## src/rtl/uart_tx_fifo_if.sv

```systemverilog
// rtl/uart_tx_fifo_if.sv - host push handshake and serial line status for uart_tx_fifo
interface uart_tx_fifo_if #(
   parameter int DATA_BITS = 8
);
   logic                 tx_start;
   logic [DATA_BITS-1:0] tx_byte;
   logic                 tx_ready;
   logic                 tx_sending;
   logic                 tx_done;
   logic                 tx_output;

   // Host side: pushes words and observes the line
   modport master (
      output tx_start, tx_byte,
      input  tx_ready, tx_sending, tx_done, tx_output
   );

   // Transmitter side
   modport slave (
      input  tx_start, tx_byte,
      output tx_ready, tx_sending, tx_done, tx_output
   );
endinterface

```

## src/rtl/uart_tx_fifo.sv

```systemverilog
// rtl/uart_tx_fifo.sv - FIFO-buffered UART transmitter with configurable baud, width, parity and stop bits
module uart_tx_fifo #(
   parameter int CLKS_PER_BIT = 16,
   parameter int DATA_BITS    = 8,
   parameter int PARITY       = 0,
   parameter int STOP_BITS    = 1,
   parameter int FIFO_DEPTH   = 4
) (
   input  logic            clk,
   input  logic            rst,
   uart_tx_fifo_if.slave   bus
);

   localparam int PW = $clog2(FIFO_DEPTH);
   localparam int CW = PW + 1;
   localparam int BW = $clog2(CLKS_PER_BIT);

   localparam logic [BW-1:0] BAUD_LAST = BW'(CLKS_PER_BIT - 1);
   localparam logic [3:0]    DATA_LAST = 4'(DATA_BITS - 1);
   localparam logic [3:0]    STOP_LAST = 4'(STOP_BITS - 1);
   localparam logic [CW-1:0] FULL      = CW'(FIFO_DEPTH);

   typedef enum logic [2:0] {
      ST_IDLE   = 3'd0,
      ST_START  = 3'd1,
      ST_DATA   = 3'd2,
      ST_PARITY = 3'd3,
      ST_STOP   = 3'd4
   } state_t;

   logic [DATA_BITS-1:0] mem_q [FIFO_DEPTH];
   logic [PW-1:0]        wr_ptr_q, rd_ptr_q;
   logic [CW-1:0]        count_q;

   state_t               state_q, state_d;
   logic [BW-1:0]        baud_q, baud_d;
   logic [3:0]           bit_q, bit_d;
   logic [DATA_BITS-1:0] shift_q, shift_d;
   logic                 par_q, par_d;
   logic                 line_q, line_d;
   logic                 done_q, done_d;

   logic                 push, pop;
   logic                 fifo_empty;
   logic                 baud_last;
   logic [DATA_BITS-1:0] head;
   logic                 head_par;

   assign bus.tx_ready   = (count_q != FULL);
   assign bus.tx_sending = (state_q != ST_IDLE);
   assign bus.tx_done    = done_q;
   assign bus.tx_output  = line_q;

   assign push       = bus.tx_start && bus.tx_ready;
   assign fifo_empty = (count_q == '0);
   assign baud_last  = (baud_q == BAUD_LAST);
   assign head       = mem_q[rd_ptr_q];
   // Odd parity is the inverse of the XOR of the data bits; even (and unused none) is the XOR
   assign head_par   = (PARITY == 1) ? ~(^head) : (^head);

   // FIFO storage: only written on an accepted push, so it needs no reset
   always_ff @(posedge clk) begin
      if (push) begin
         mem_q[wr_ptr_q] <= bus.tx_byte;
      end
   end

   // FIFO pointers wrap modulo depth; a simultaneous push and pop leaves the count alone
   always_ff @(posedge clk) begin
      if (rst) begin
         wr_ptr_q <= '0;
         rd_ptr_q <= '0;
         count_q  <= '0;
      end else begin
         if (push) wr_ptr_q <= wr_ptr_q + PW'(1);
         if (pop)  rd_ptr_q <= rd_ptr_q + PW'(1);
         case ({push, pop})
            2'b10:   count_q <= count_q + CW'(1);
            2'b01:   count_q <= count_q - CW'(1);
            default: count_q <= count_q;
         endcase
      end
   end

   // Frame state, counters and the registered line/done outputs
   always_ff @(posedge clk) begin
      if (rst) begin
         state_q <= ST_IDLE;
         baud_q  <= '0;
         bit_q   <= '0;
         shift_q <= '0;
         par_q   <= 1'b0;
         line_q  <= 1'b1;
         done_q  <= 1'b0;
      end else begin
         state_q <= state_d;
         baud_q  <= baud_d;
         bit_q   <= bit_d;
         shift_q <= shift_d;
         par_q   <= par_d;
         line_q  <= line_d;
         done_q  <= done_d;
      end
   end

   // Next-state logic; line and done are derived from the next state so they register in step with it
   always_comb begin
      state_d = state_q;
      baud_d  = baud_q;
      bit_d   = bit_q;
      shift_d = shift_q;
      par_d   = par_q;
      pop     = 1'b0;

      case (state_q)
         ST_IDLE: begin
            baud_d = '0;
            bit_d  = '0;
            if (!fifo_empty) begin
               pop     = 1'b1;
               shift_d = head;
               par_d   = head_par;
               state_d = ST_START;
            end
         end
         ST_START: begin
            if (baud_last) begin
               baud_d  = '0;
               bit_d   = '0;
               state_d = ST_DATA;
            end else begin
               baud_d = baud_q + BW'(1);
            end
         end
         ST_DATA: begin
            if (baud_last) begin
               baud_d  = '0;
               shift_d = shift_q >> 1;
               if (bit_q == DATA_LAST) begin
                  bit_d   = '0;
                  state_d = (PARITY != 0) ? ST_PARITY : ST_STOP;
               end else begin
                  bit_d = bit_q + 4'd1;
               end
            end else begin
               baud_d = baud_q + BW'(1);
            end
         end
         ST_PARITY: begin
            if (baud_last) begin
               baud_d  = '0;
               bit_d   = '0;
               state_d = ST_STOP;
            end else begin
               baud_d = baud_q + BW'(1);
            end
         end
         ST_STOP: begin
            if (baud_last) begin
               baud_d = '0;
               if (bit_q == STOP_LAST) begin
                  bit_d = '0;
                  // Chain straight into the next frame when a word is waiting
                  if (!fifo_empty) begin
                     pop     = 1'b1;
                     shift_d = head;
                     par_d   = head_par;
                     state_d = ST_START;
                  end else begin
                     state_d = ST_IDLE;
                  end
               end else begin
                  bit_d = bit_q + 4'd1;
               end
            end else begin
               baud_d = baud_q + BW'(1);
            end
         end
         default: begin
            state_d = ST_IDLE;
            baud_d  = '0;
            bit_d   = '0;
         end
      endcase

      case (state_d)
         ST_START:  line_d = 1'b0;
         ST_DATA:   line_d = shift_d[0];
         ST_PARITY: line_d = par_d;
         default:   line_d = 1'b1;
      endcase

      done_d = (state_d == ST_STOP) && (baud_d == BAUD_LAST) && (bit_d == STOP_LAST);
   end

endmodule

```

## src/flat_wrapper.sv

```systemverilog
// flat-port wrapper written by rule: the top's interface ports become plain ports
module uart_tx_fifo_flat 
#(
   parameter int CLKS_PER_BIT = 16,
   parameter int DATA_BITS    = 8,
   parameter int PARITY       = 0,
   parameter int STOP_BITS    = 1,
   parameter int FIFO_DEPTH   = 4
)
  (clk, rst, bus_tx_start, bus_tx_byte, bus_tx_ready, bus_tx_sending, bus_tx_done, bus_tx_output);
  uart_tx_fifo_if #(.DATA_BITS(DATA_BITS)) bus_i ();
  input  logic clk;
  input  logic rst;
  input wire logic [$bits(bus_i.tx_start)-1:0] bus_tx_start;
  input wire logic [$bits(bus_i.tx_byte)-1:0] bus_tx_byte;
  output wire logic [$bits(bus_i.tx_ready)-1:0] bus_tx_ready;
  output wire logic [$bits(bus_i.tx_sending)-1:0] bus_tx_sending;
  output wire logic [$bits(bus_i.tx_done)-1:0] bus_tx_done;
  output wire logic [$bits(bus_i.tx_output)-1:0] bus_tx_output;
  assign bus_i.tx_start = bus_tx_start;
  assign bus_i.tx_byte = bus_tx_byte;
  assign bus_tx_ready = bus_i.tx_ready;
  assign bus_tx_sending = bus_i.tx_sending;
  assign bus_tx_done = bus_i.tx_done;
  assign bus_tx_output = bus_i.tx_output;
  uart_tx_fifo #(.CLKS_PER_BIT(CLKS_PER_BIT), .DATA_BITS(DATA_BITS), .PARITY(PARITY), .STOP_BITS(STOP_BITS), .FIFO_DEPTH(FIFO_DEPTH)) u_core (.clk(clk), .rst(rst), .bus(bus_i));
endmodule
```

## config.mk

```make
export PLATFORM = sky130hd
export DESIGN_NAME = uart_tx_fifo_flat
export DESIGN_NICKNAME = d
export VERILOG_FILES = /design/src/rtl/uart_tx_fifo_if.sv /design/src/rtl/uart_tx_fifo.sv /design/src/flat_wrapper.sv
export SDC_FILE = /design/constraint.sdc
export NUM_CORES = 1
export LEC_CHECK = 0
export ABC_AREA = 0
export CAP_MARGIN = 0
export CELL_PAD_IN_SITES_DETAIL_PLACEMENT = 0
export CELL_PAD_IN_SITES_GLOBAL_PLACEMENT = 1
export CORE_AREA = 2 2 68 119
export DETAILED_ROUTE_END_ITERATION = 10
export DIE_AREA = 0 0 70 121
export DONT_BUFFER_PORTS = 1
export PLACE_DENSITY_LB_ADDON = 0.08
export SLEW_MARGIN = 20
export SYNTH_ARGS = -nofsm -noshare
export SYNTH_HDL_FRONTEND = slang
export SYNTH_SLANG_ARGS = --single-unit
```

## constraint.sdc

```tcl
create_clock -name clk -period 3.7 [get_ports clk]
set_clock_uncertainty 0.2 [all_clocks]
set_input_delay 0.74 -clock clk [delete_from_list [all_inputs] [get_ports clk]]
set_output_delay 0.74 -clock clk [all_outputs]
set_load 0.03 [all_outputs]
```

# Word-level counts from Yosys, hierarchy flattened
# Memory sizes are Yosys's and may differ from the RTL's. A register that Yosys moved wholly into a read port is not among the register bits.
# Cells that the tools add are included.
# word_totals
regBits,29
ram_bits,32
out_inout_bits,4
wordCells,85
n_memories,1
# mem_list
memory,depth,width,rd,rd_clocked_by_memory_dff,write_ports,line,text
u_core.mem_q,4,8,1,1,1,uart_tx_fifo.sv:31,logic [DATA_BITS-1:0] mem_q [FIFO_DEPTH];
# classes
add_sub_neg,6
eq_ne,17
mux,36
reduce_logical,14
# ops
cell,count
$mux W8,4
$mux W4,7
$pmux W8 S3,1
$mux W3,7
$pmux W3 S5,1
$eq A3 B2 Y1 const B,4
$pmux W4 S3,1
$mux W1,9
$add A4 B1 Y4 const B,2
$eq A4 B4 Y1 const B,2
$logic_not A4 Y1,2
$reduce_xor A8 Y1,1
$eq A3 B1 Y1 const B,2
$eq A3 B3 Y1 const B,2
$logic_not A3 Y1,2
$ne A2 B1 Y1 const B,3
$pmux W3 S2,1
$reduce_bool A3 Y1,2
$add A2 B1 Y2 const B,2
$eq A4 B3 Y1 const B,1
$mux W2,2
$pmux W1 S2,2
$reduce_and A4 Y1,1
$reduce_or A4 Y1,1
9 further kinds,11

# Depth between registers and ports, before layout
# logic_depth
ltp_word,8
mapped_depth,13

# Worst setup path before layout
# Ideal clock, no wire load.
# synth_timing
path_kind,flip-flop to flip-flop
from,register u_core.baud_q[0]
to,register u_core.count_q[2]
setup_ps,70
arrival_time_ps,2776
required_time_ps,3430
slack_ps,653
path_stages_with_launch,14
n_path_buf,2
period_less_slack_ps,3047
path_cell_list,dfxtp_1 -> ha_1 -> and3_1 -> buf_6 -> a21boi_4 -> or4_4 -> buf_6 -> inv_1 -> ha_1 -> inv_1 -> fa_1 -> xor2_1 -> or3_1 -> a21oi_1
# synth_between
elab_chain_len,5
word_cells_on_any_way,7
cone_classes,eq/ne (3); mux (3); reduce/logical (1)
# synth_rtl
element,line,text
from (decl),uart_tx_fifo.sv:36,"logic [BW-1:0] baud_q, baud_d;"
from (signal assigned),uart_tx_fifo.sv:97,baud_q <= baud_d;
$eq A4 B4 Y1 *,uart_tx_fifo.sv:56,assign baud_last = (baud_q == BAUD_LAST);
$mux W1 *,uart_tx_fifo.sv:159,if (baud_last) begin
$pmux W1 S2 *,uart_tx_fifo.sv:115,case (state_q)
net u_core.pop,uart_tx_fifo.sv:43,"logic push, pop;"
$eq A2 B1 Y1 / $eq A2 B2 Y1 (equally long branches),uart_tx_fifo.sv:77,"case ({push, pop})"
$pmux W3 S2 / $reduce_bool A2 Y1 (equally long branches),-,
to (signal assigned),uart_tx_fifo.sv:78,2'b10: count_q <= count_q + CW'(1);
to (signal assigned),uart_tx_fifo.sv:79,2'b01: count_q <= count_q - CW'(1);
to (signal assigned),uart_tx_fifo.sv:80,default: count_q <= count_q;
to (decl),uart_tx_fifo.sv:33,logic [CW-1:0] count_q;
# The timed path passes the listed nets; every way through them passes the cells marked *.
# A chain may end at the register's enable or synchronous reset.

# Final worst setup path
# layout_timing
from,register u_core.bit_q[0]
to,register u_core.count_q[2]
# layout_between
elab_chain_len,6
word_cells_on_any_way,8
cone_classes,eq/ne (2); mux (4); reduce/logical (2)
# layout_rtl
element,line,text
from (decl),uart_tx_fifo.sv:37,"logic [3:0] bit_q, bit_d;"
from (signal assigned),uart_tx_fifo.sv:98,bit_q <= bit_d;
$logic_not A4 Y1 *,uart_tx_fifo.sv:161,if (bit_q == STOP_LAST) begin
$mux W1 *,uart_tx_fifo.sv:161,
$mux W1 *,uart_tx_fifo.sv:159,
$pmux W1 S2 *,uart_tx_fifo.sv:115,
net u_core.pop,uart_tx_fifo.sv:43,
$eq A2 B1 Y1 / $eq A2 B2 Y1 (equally long branches),uart_tx_fifo.sv:77,
$pmux W3 S2 / $reduce_bool A2 Y1 (equally long branches),-,
# Marked as above.

==> metrics.yaml <==
outcome:
  status: "complete, no violations"
power_and_ir_drop:
  p_per_area_nw_per_um2: 733
  finalPower_mw: 2.43
  max-vdd-ir-drop_mv: 0.456
  p_leak_nw: 1.16
route:
  wl_met2_um: 3410
  routed.top_layer: "met4"
  dr_total_vias: 1894
  wirelength_um: 6110
  met3WireLength_um: 180
  post-route-drc-count: 0
  ant_nets: 0
  drtPass1Iterations: 4
  routedWlPerCell_um: 17.4
  met1Wirelength_um: 2310
  initialDrtViolationCount: 68
  vias_per_cell: 5.41
global_route:
  grt_pass1_vias: 1960
  grt_max_degree: 24
  overflow: 0
  grt_use_total_pct: 15.7
  grt_pass1_wl_um: 9820
  antenna_found_initial: 0
cells_and_area:
  syn_to_final_growth_pct: 13.3
  utilization_pct: 44.4
  diodes: 0
  final_cells: 350
  drive_gt1_share_pct: 13.7
  final_area_um2: 3310
  layout.nets: 277
sta:
  maxSlewViolCount: 0
  hold_ws_ps: 276
  hold_violations: 0
  finalCritPeriodShare_pct: 86.6
  rsz0062_at_grt: "no"
  setup_viol_count_final: 0
  fin_crit_ps: 3200
  fmax_ghz: 0.312
  finalSetupTns_ps: 0
  worstMarginPinSlew_ps: 637
  slew-limit-headroom_pct: 57.4
  setup_slack_ps: 496
floorplan:
  die_x_um: 70
  io_pins: 15
  num_rows: 42
  die-area_um2: 8470
  die_h_um: 121
  core_um2: 7460
  initial_core_util_pct: 39.2
clock_tree:
  cts_buffers: 9
  htreeDepth: 3
  worstSkewPairLatency_ps: 330
  clockBufferDepth: 2
  postCtsSetupBuffers: 0
  cts.repair.resized: 0
  cts_root_buffer: "clkbuf_16"
  cts_hold_buf: 0
  cts_tree: "done"
  cts.sinks: 63
  clkTransAtPathRegs_ps: 60
synthesis:
  synth_ff_type: "edfxtp_1"
  syn-instance-count: 252
  yosysWarnings: 0
  yosys_register_bits: 63
  synth.area.top_cells: "edfxtp_1 (33%), dfxtp_1 (21%), mux4_2 (6.2%)"
  synthesis.area_um2: 2920
  synth_top_area_share_pct: 32.9
  synth_seq_area_share_pct: 54.1
  synth_top_area_cell: "edfxtp_1"
  syn_area_per_cell_um2: 11.6
  synth.distinct_cells: 52
  async_flop_share_pct: 0
  syn-num-nets: 272
  synth_edf_count: 32
critical_path:
  reg2reg_depth: 12
  r2r-start: "u_core.bit_q[0]"
  worstPathRequired_ps: 3760
  crit_arrival_ps: 3260
  critPathMaxFanout: 10
  r2r-end: "u_core.count_q[2]"
  start_kind: "flip-flop"
  crit_type: "reg -> reg"
  cp-end-kind: "flip-flop"
  ff2ff_setup_slack_ps: 500
worst_hold_path:
  hp-start: "u_core.rd_ptr_q[0]"
  holdPathStages: 2
  hold_path_class: "reg -> reg"
job:
  cap_violations: 0
placement:
  globalplace.congestion: 0.789
  postPlaceCellArea_um2: 3010
  place_inst: 334
  port-buffer-count: 0
  dp_slack_ps: 500
  hpwlAfterDp_um: 4470
## per-layer routing
layer | vias to the layer above | global-route usage (%)
li1 | 945 | -
met1 | 906 | 15.1
met2 | 29 | 28.7
met3 | 14 | 5.15
met4 | 0 | 9.13
met5 | - | 0
## logic make-up after synthesis
logic type / count (synthesis) / share of synthesized area (%)
buffers and inverters: 31 / 4.54
multiplexers: 8 / 6.16
adder cells (fa/ha/maj): 9 / 4.11
AND/OR/NAND/NOR: 73 / 14.0
XOR/XNOR: 11 / 3.30
flip-flops: 63 / 54.1
AO/OA/AOI/OAI: 57 / 13.8
## placed cells by master (no fill, tap or decap), types with 2 or more instances in the layout
master and n:
a21oi_1 17, mux4_2 8, clkinv_4 2, nand3b_1 3
o22ai_1 2, nand3_1 5, xor2_1 2, nor2b_1 4
a21o_1 2, a311oi_1 2, or3_1 5, and3_1 5
o21ai_0 10, nor3_1 7, clkbuf_16 9, o21a_1 2
o221a_2 5, nor2_1 19, xnor2_1 9, dfxtp_1 31
nor4b_1 2, and2_1 2, a211oi_1 2, buf_4 5
nand2_1 9, a22oi_1 2, or4_1 2, ha_1 8
edfxtp_1 32, nand2b_1 4, inv_1 20
## cell type report
class | count | area (µm²)
fill | 723 | 4150
sequential | 63 | 1580
multi-input combinational | 158 | 1210
clock buffer | 9 | 225
tap | 88 | 110
inverter | 20 | 75.1
clock inverter | 7 | 72.6
timing repair buffer | 5 | 37.5
## critical path, cell delays in order (launching register included)
cell	delay (ps)
dfxtp_1	360
inv_1	90
ha_1	170
nor3b_4	290
a21boi_4	120
or4_4	510
inv_1	170
ha_1	200
inv_1	60
fa_1	370
xor2_1	160
or3_1	300
a21oi_1	140
## cells in the mapped netlist, types with 2 or more instances
library cell	n
o22ai_1	2
nand2b_1	4
edfxtp_1	32
nor2b_1	4
and2_1	2
a311oi_1	2
buf_6	2
a22oi_1	2
mux4_2	8
nor4b_1	2
dfxtp_1	31
ha_1	8
and3_1	5
xnor2_1	9
or4_1	2
nor2_1	19
o21a_1	2
a21o_1	2
nand3b_1	3
a21oi_1	17
o21ai_0	10
nand3_1	5
or3_1	5
inv_1	20
nand2_1	9
nor3_1	7
o221a_2	5
xor2_1	2
clkbuf_1	7
a211oi_1	2
## sequential cells by signal, indices dropped and copies added (netlist names), named ones only
signal	cells
u_core.baud_q	4
u_core.par_q	1
u_core.bit_q	4
u_core.mem_q	32
u_core.state_q	3
u_core.bus.tx_done	1
u_core.count_q	3
u_core.shift_q	8
u_core.wr_ptr_q	2
u_core.rd_ptr_q	2
u_core.bus.tx_output	1
## power by group
group	leakage, nW	internal (mW)	total, mW	switching, mW
clock	0.143	0.521	0.829	0.307
combinational	0.465	0.303	0.661	0.358
sequential	0.547	0.855	0.938	0.0830
total	1.16	1.68	2.43	0.748
## worst max path at each step
stage,start,to,cells after the start
after floorplan,u_core.baud_q[0],u_core.count_q[2],13
after CTS,u_core.bit_q[0],u_core.count_q[2],12
final,u_core.bit_q[0],u_core.count_q[2],12
after global routing,u_core.baud_q[0],u_core.count_q[2],11
after detailed placement,u_core.bit_q[0],u_core.count_q[2],12
after global placement,u_core.baud_q[0],u_core.count_q[2],11
Note: power is estimated with default switching activity, not from simulation.
==> RTL edit 1, RTL diff (same settings) <==
`PARITY` is set to 0 in 2 places; all go to 1.
--- a/src/rtl/uart_tx_fifo.sv
+++ b/src/rtl/uart_tx_fifo.sv
@@ -2,7 +2,7 @@
 module uart_tx_fifo #(
    parameter int CLKS_PER_BIT = 16,
    parameter int DATA_BITS    = 8,
-   parameter int PARITY       = 0,
+   parameter int PARITY       = 1,
    parameter int STOP_BITS    = 1,
    parameter int FIFO_DEPTH   = 4
 ) (
--- a/src/flat_wrapper.sv
+++ b/src/flat_wrapper.sv
@@ -3,7 +3,7 @@
 #(
    parameter int CLKS_PER_BIT = 16,
    parameter int DATA_BITS    = 8,
-   parameter int PARITY       = 0,
+   parameter int PARITY       = 1,
    parameter int STOP_BITS    = 1,
    parameter int FIFO_DEPTH   = 4
 )
Function: same outputs for any inputs over 10 cycles, from zero or initial values and one cycle with rst high; that may be too few to reach the edited logic, so the function may still have changed.
==> RTL edit 1 against the unedited design <==
  * Power grew 2.0%
  * Clock power is essentially flat
  * Wire length shrank 10%
  * Utilization shrank 1.7 points
  * Sequential cell count is the same
  * Worst setup slack lost 11 ps
  * Area after synthesis shrank 3.2%
  * Hold slack gained 12 ps
  * Cell area shrank 3.9%
==> RTL edit 1: results (changes against the unedited design) <==
[power_and_ir_drop]
leakage_nw = 1.145  ; -0.90%
ir_drop_mv = 0.3566  ; -22%

[placement]
pre_cts_slack_ps = 481.0  ; -18.99 ps
dp_cells = 321  ; -3.9%
place_congestion = 0.7368  ; -6.6%
hpwl_mm = 4.033  ; -9.8%
dpl-instance-area_um2 = 2884  ; -4.3%

[cts]
cts_setup_buffers = 0  ; unchanged
htree_levels = 3  ; unchanged
cts_buffers = 9  ; unchanged
clockBufferDepth = 2  ; unchanged
clk_pin_slew_ps = 60  ; about the same
clk_latency_ps = 330  ; about the same
cts-root-buf = clkbuf_16
cts_resized = 0  ; unchanged

[setup_path]
critPathSlowestCell = or3b_1
path_max_fanout = 11  ; +1
slowest_delay_ps = 460  ; -50 ps
path_delay_family = simple AND/OR/NAND/NOR gates
crit_arrival_ps = 3280  ; +20 ps

[routing]
dr.pass1.iters = 4  ; unchanged
wire_per_inst_um = 16.32  ; -6.5%
vias_per_cell = 5.297  ; -2.1%
wirelength_mm = 5.499  ; -10%
drtIter0Drc = 82  ; +21%

[synthesis]
synth.net_count = 266  ; -2.2%
synth.distinct_cells = 46  ; -12%
avgSynthCellArea_um2 = 11.50  ; -0.81%
ys_seq_area_share_pct = 55.88  ; +1.8 points
ys_top_cells_by_area = edfxtp_1 34%, dfxtp_1 22%, mux4_1 5.6%
ys_top_cells_by_count = 37 x nor2_1, 32 x edfxtp_1, 31 x dfxtp_1, 12 x inv_1
synthFlopType = edfxtp_1

[global_route]
grt_pass1_vias = 1806  ; -7.9%
grt_usage_pct = 14.19  ; -1.5 points
grt_max_degree = 28  ; +17%
grt_pass1_wl_mm = 8.818  ; -10%

[status]
status = finished clean

[worst_hold_path]
hold_class = in -> reg

[cells_and_area]
fill_cells = 720  ; -0.41%
nets = 264  ; -4.7%
final_layout_size_suffix_gt1_share_pct = 9.237  ; -4.5 points

[timing]
slew-limit-headroom_pct = 66.20  ; +8.8 points

[RTL edit 1: cells by family (layout without fill, tap and decap cells)]
kind of cell             after synthesis  after routing  synth area share (%)
adder cells (fa/ha/maj)                9              9                 4.244
XOR/XNOR                              16             16                 4.951
flip-flops                            63             63                 55.88
AND/OR/NAND/NOR                       89             89                 15.43
buffers and inverters                 26             29                 3.846
AO/OA/AOI/OAI                         35             35                 8.487
multiplexers                           8              8                 7.162
[RTL edit 1: area by class of cell]
type / instances / area (µm²) / share of cell area, %
timing repair buffer: 1 / 7.507 / 0.2359
sequential: 63 / 1582 / 49.71
multi-input combinational: 157 / 1140 / 35.82
inverter: 12 / 45.04 / 1.416
clock buffer: 9 / 225.2 / 7.078
tap: 88 / 110.1 / 3.460
clock inverter: 7 / 72.57 / 2.281
[RTL edit 1: worst paths after layout]
| check | start | to | slack (ps) | depth (start not counted) |
|---|---|---|---|---|
| worst max-delay path | u_core.bit_q[0]$_SDFF_PP0_ | u_core.count_q[2]$_SDFFE_PP0P_ | 490 | 12 |
| worst min-delay path | rst | u_core.count_q[2]$_SDFFE_PP0P_ | 290 | 1 |
| worst max register to register | u_core.bit_q[0]$_SDFF_PP0_ | u_core.count_q[2]$_SDFFE_PP0P_ | 490 | 12 |
| worst min register to register | u_core.shift_q[5]$_SDFFE_PP0P_ | u_core.shift_q[5]$_SDFFE_PP0P_ | 300 | 2 |
[RTL edit 1: power breakdown]
group	total, mW	internal [mW]	switching, mW
clock network	0.831	0.521	0.309
registers	0.953	0.858	0.0949
logic	0.693	0.299	0.394
[RTL edit 1: metal layers]
layer  wire length, µm  global-route usage, %
met4               104                  6.490
met3               138                  4.734
met5                 0                      0
met2              3199                  27.14
met1              2058                  13.21
==> RTL edit 2, RTL diff (same settings) <==
Made on the original files. Reset style: asynchronous (`rst`), changed in 2 clocked blocks.
--- a/src/rtl/uart_tx_fifo.sv
+++ b/src/rtl/uart_tx_fifo.sv
@@ -66,7 +66,7 @@
    end
 
    // FIFO pointers wrap modulo depth; a simultaneous push and pop leaves the count alone
-   always_ff @(posedge clk) begin
+   always_ff @(posedge clk or posedge rst) begin
       if (rst) begin
          wr_ptr_q <= '0;
          rd_ptr_q <= '0;
@@ -83,7 +83,7 @@
    end
 
    // Frame state, counters and the registered line/done outputs
-   always_ff @(posedge clk) begin
+   always_ff @(posedge clk or posedge rst) begin
       if (rst) begin
          state_q <= ST_IDLE;
          baud_q  <= '0;
Behaviour: differs if rst is asserted again (counterexample within 4 cycles, from zero or initial values and one cycle with rst high); with rst held inactive, the same outputs for 10 cycles.
==> RTL edit 2 against the unedited design <==
  * Worst setup slack improved by 250 ps
  * Die area stayed put
  * Sequential cell count fell by 2
  * Highest routed layer unchanged
  * Wire length fell by 16%
  * Area after synthesis down 5.0%
  * Cell area decreased by 5.4%
Power is not compared: it rests on default switching activity, and its combinational part moved more than twofold at a synthesized area within 25%.
==> RTL edit 2: results (changes against the unedited design) <==
[global_route]
grt_usage_pct = 13.83  ; -1.9 points
grt_pass1_wl_mm = 8.694  ; -11%
grt_pass1_vias = 1782  ; -9.1%
grt_max_degree = 30  ; +25%
met1_usage_pct = 13.17  ; -1.9 points
use_met3_pct = 3.904  ; -1.2 points

[setup_path]
r2r-start = u_core.bit_q[0]$_DFF_PP0_
critPathCapture = u_core.count_q[2]$_DFFE_PP0P_
ff2ff_setup_slack_ps = 750  ; +250 ps
path_max_fanout = 5  ; -5
crit_arrival_ps = 3000  ; -260 ps
slowest_delay_ps = 420  ; -90 ps

[synthesis]
ys_top_cells_by_area = edfxtp_1 35%, dfrtp_1 25%, mux4_2 6.5%
async_reset_ff_share_pct = 47.54  ; +48 points
synth_fa_ha_area_share_pct = 4.326  ; +0.22 points
synthMuxAreaShare_pct = 7.571  ; +1.4 points
synth.distinct_cells = 46  ; -12%
synth-compound-area-share_pct = 9.554  ; -4.2 points
synthXorXnorAreaFrac_pct = 5.047  ; +1.8 points

[routing]
dr_wl_met2_mm = 2.965  ; -13%
wirelength_mm = 5.118  ; -16%
wl_met1_mm = 1.798  ; -22%
vias_per_cell = 5.356  ; -1.0%
drtIter0Drc = 63  ; -7.4%
wl_met3_um = 170  ; -5.6%

[cells_and_area]
final_layout_size_suffix_gt1_share_pct = 16.43  ; +2.7 points

[timing]
fin_hold_ws_ps = 181.0  ; -94.80 ps
worst_slew_pin_slew_ps = 622.0  ; -15.37 ps
max_freq_mhz = 338.6  ; +8.5%

[placement]
hpwl_mm = 3.773  ; -16%
dpl-instance-area_um2 = 2854  ; -5.3%

[status]
status = finished clean

[worst_hold_path]
hold_class = in -> async

-- RTL edit 2: changes by cell type after synthesis, moves of 5 or more --
cell | unedited run | this run
a21oi_1 | 17 | 6
inv_1 | 20 | 12
nor2_1 | 19 | 9
a22o_1 | 0 | 7
clkbuf_1 | 7 | 2
o221a_2 | 5 | 0
a21o_1 | 2 | 9
dfxtp_1 | 31 | 0
dfrtp_1 | 0 | 28
-- RTL edit 2: cell families (layout without fill, tap and decap cells) --
logic type / count (synthesis) / in the layout
and+or+nand+nor: 43 / 43
DFF: 61 / 61
muxes: 11 / 11
adders and majority gates: 9 / 9
AOI/OAI and AO/OA: 37 / 37
buffers and inverters: 19 / 30
xor gates and xnor gates: 16 / 16
-- RTL edit 2: cell type report --
class	instances	area, µm²
Multi-Input combinational cell	116	996.0
Clock buffer	9	225.2
Fill cell	706	4332
Sequential cell	61	1688
Timing Repair Buffer	2	15.01
Inverter	12	45.04
Clock inverter	7	51.30
Tap cell	88	110.1
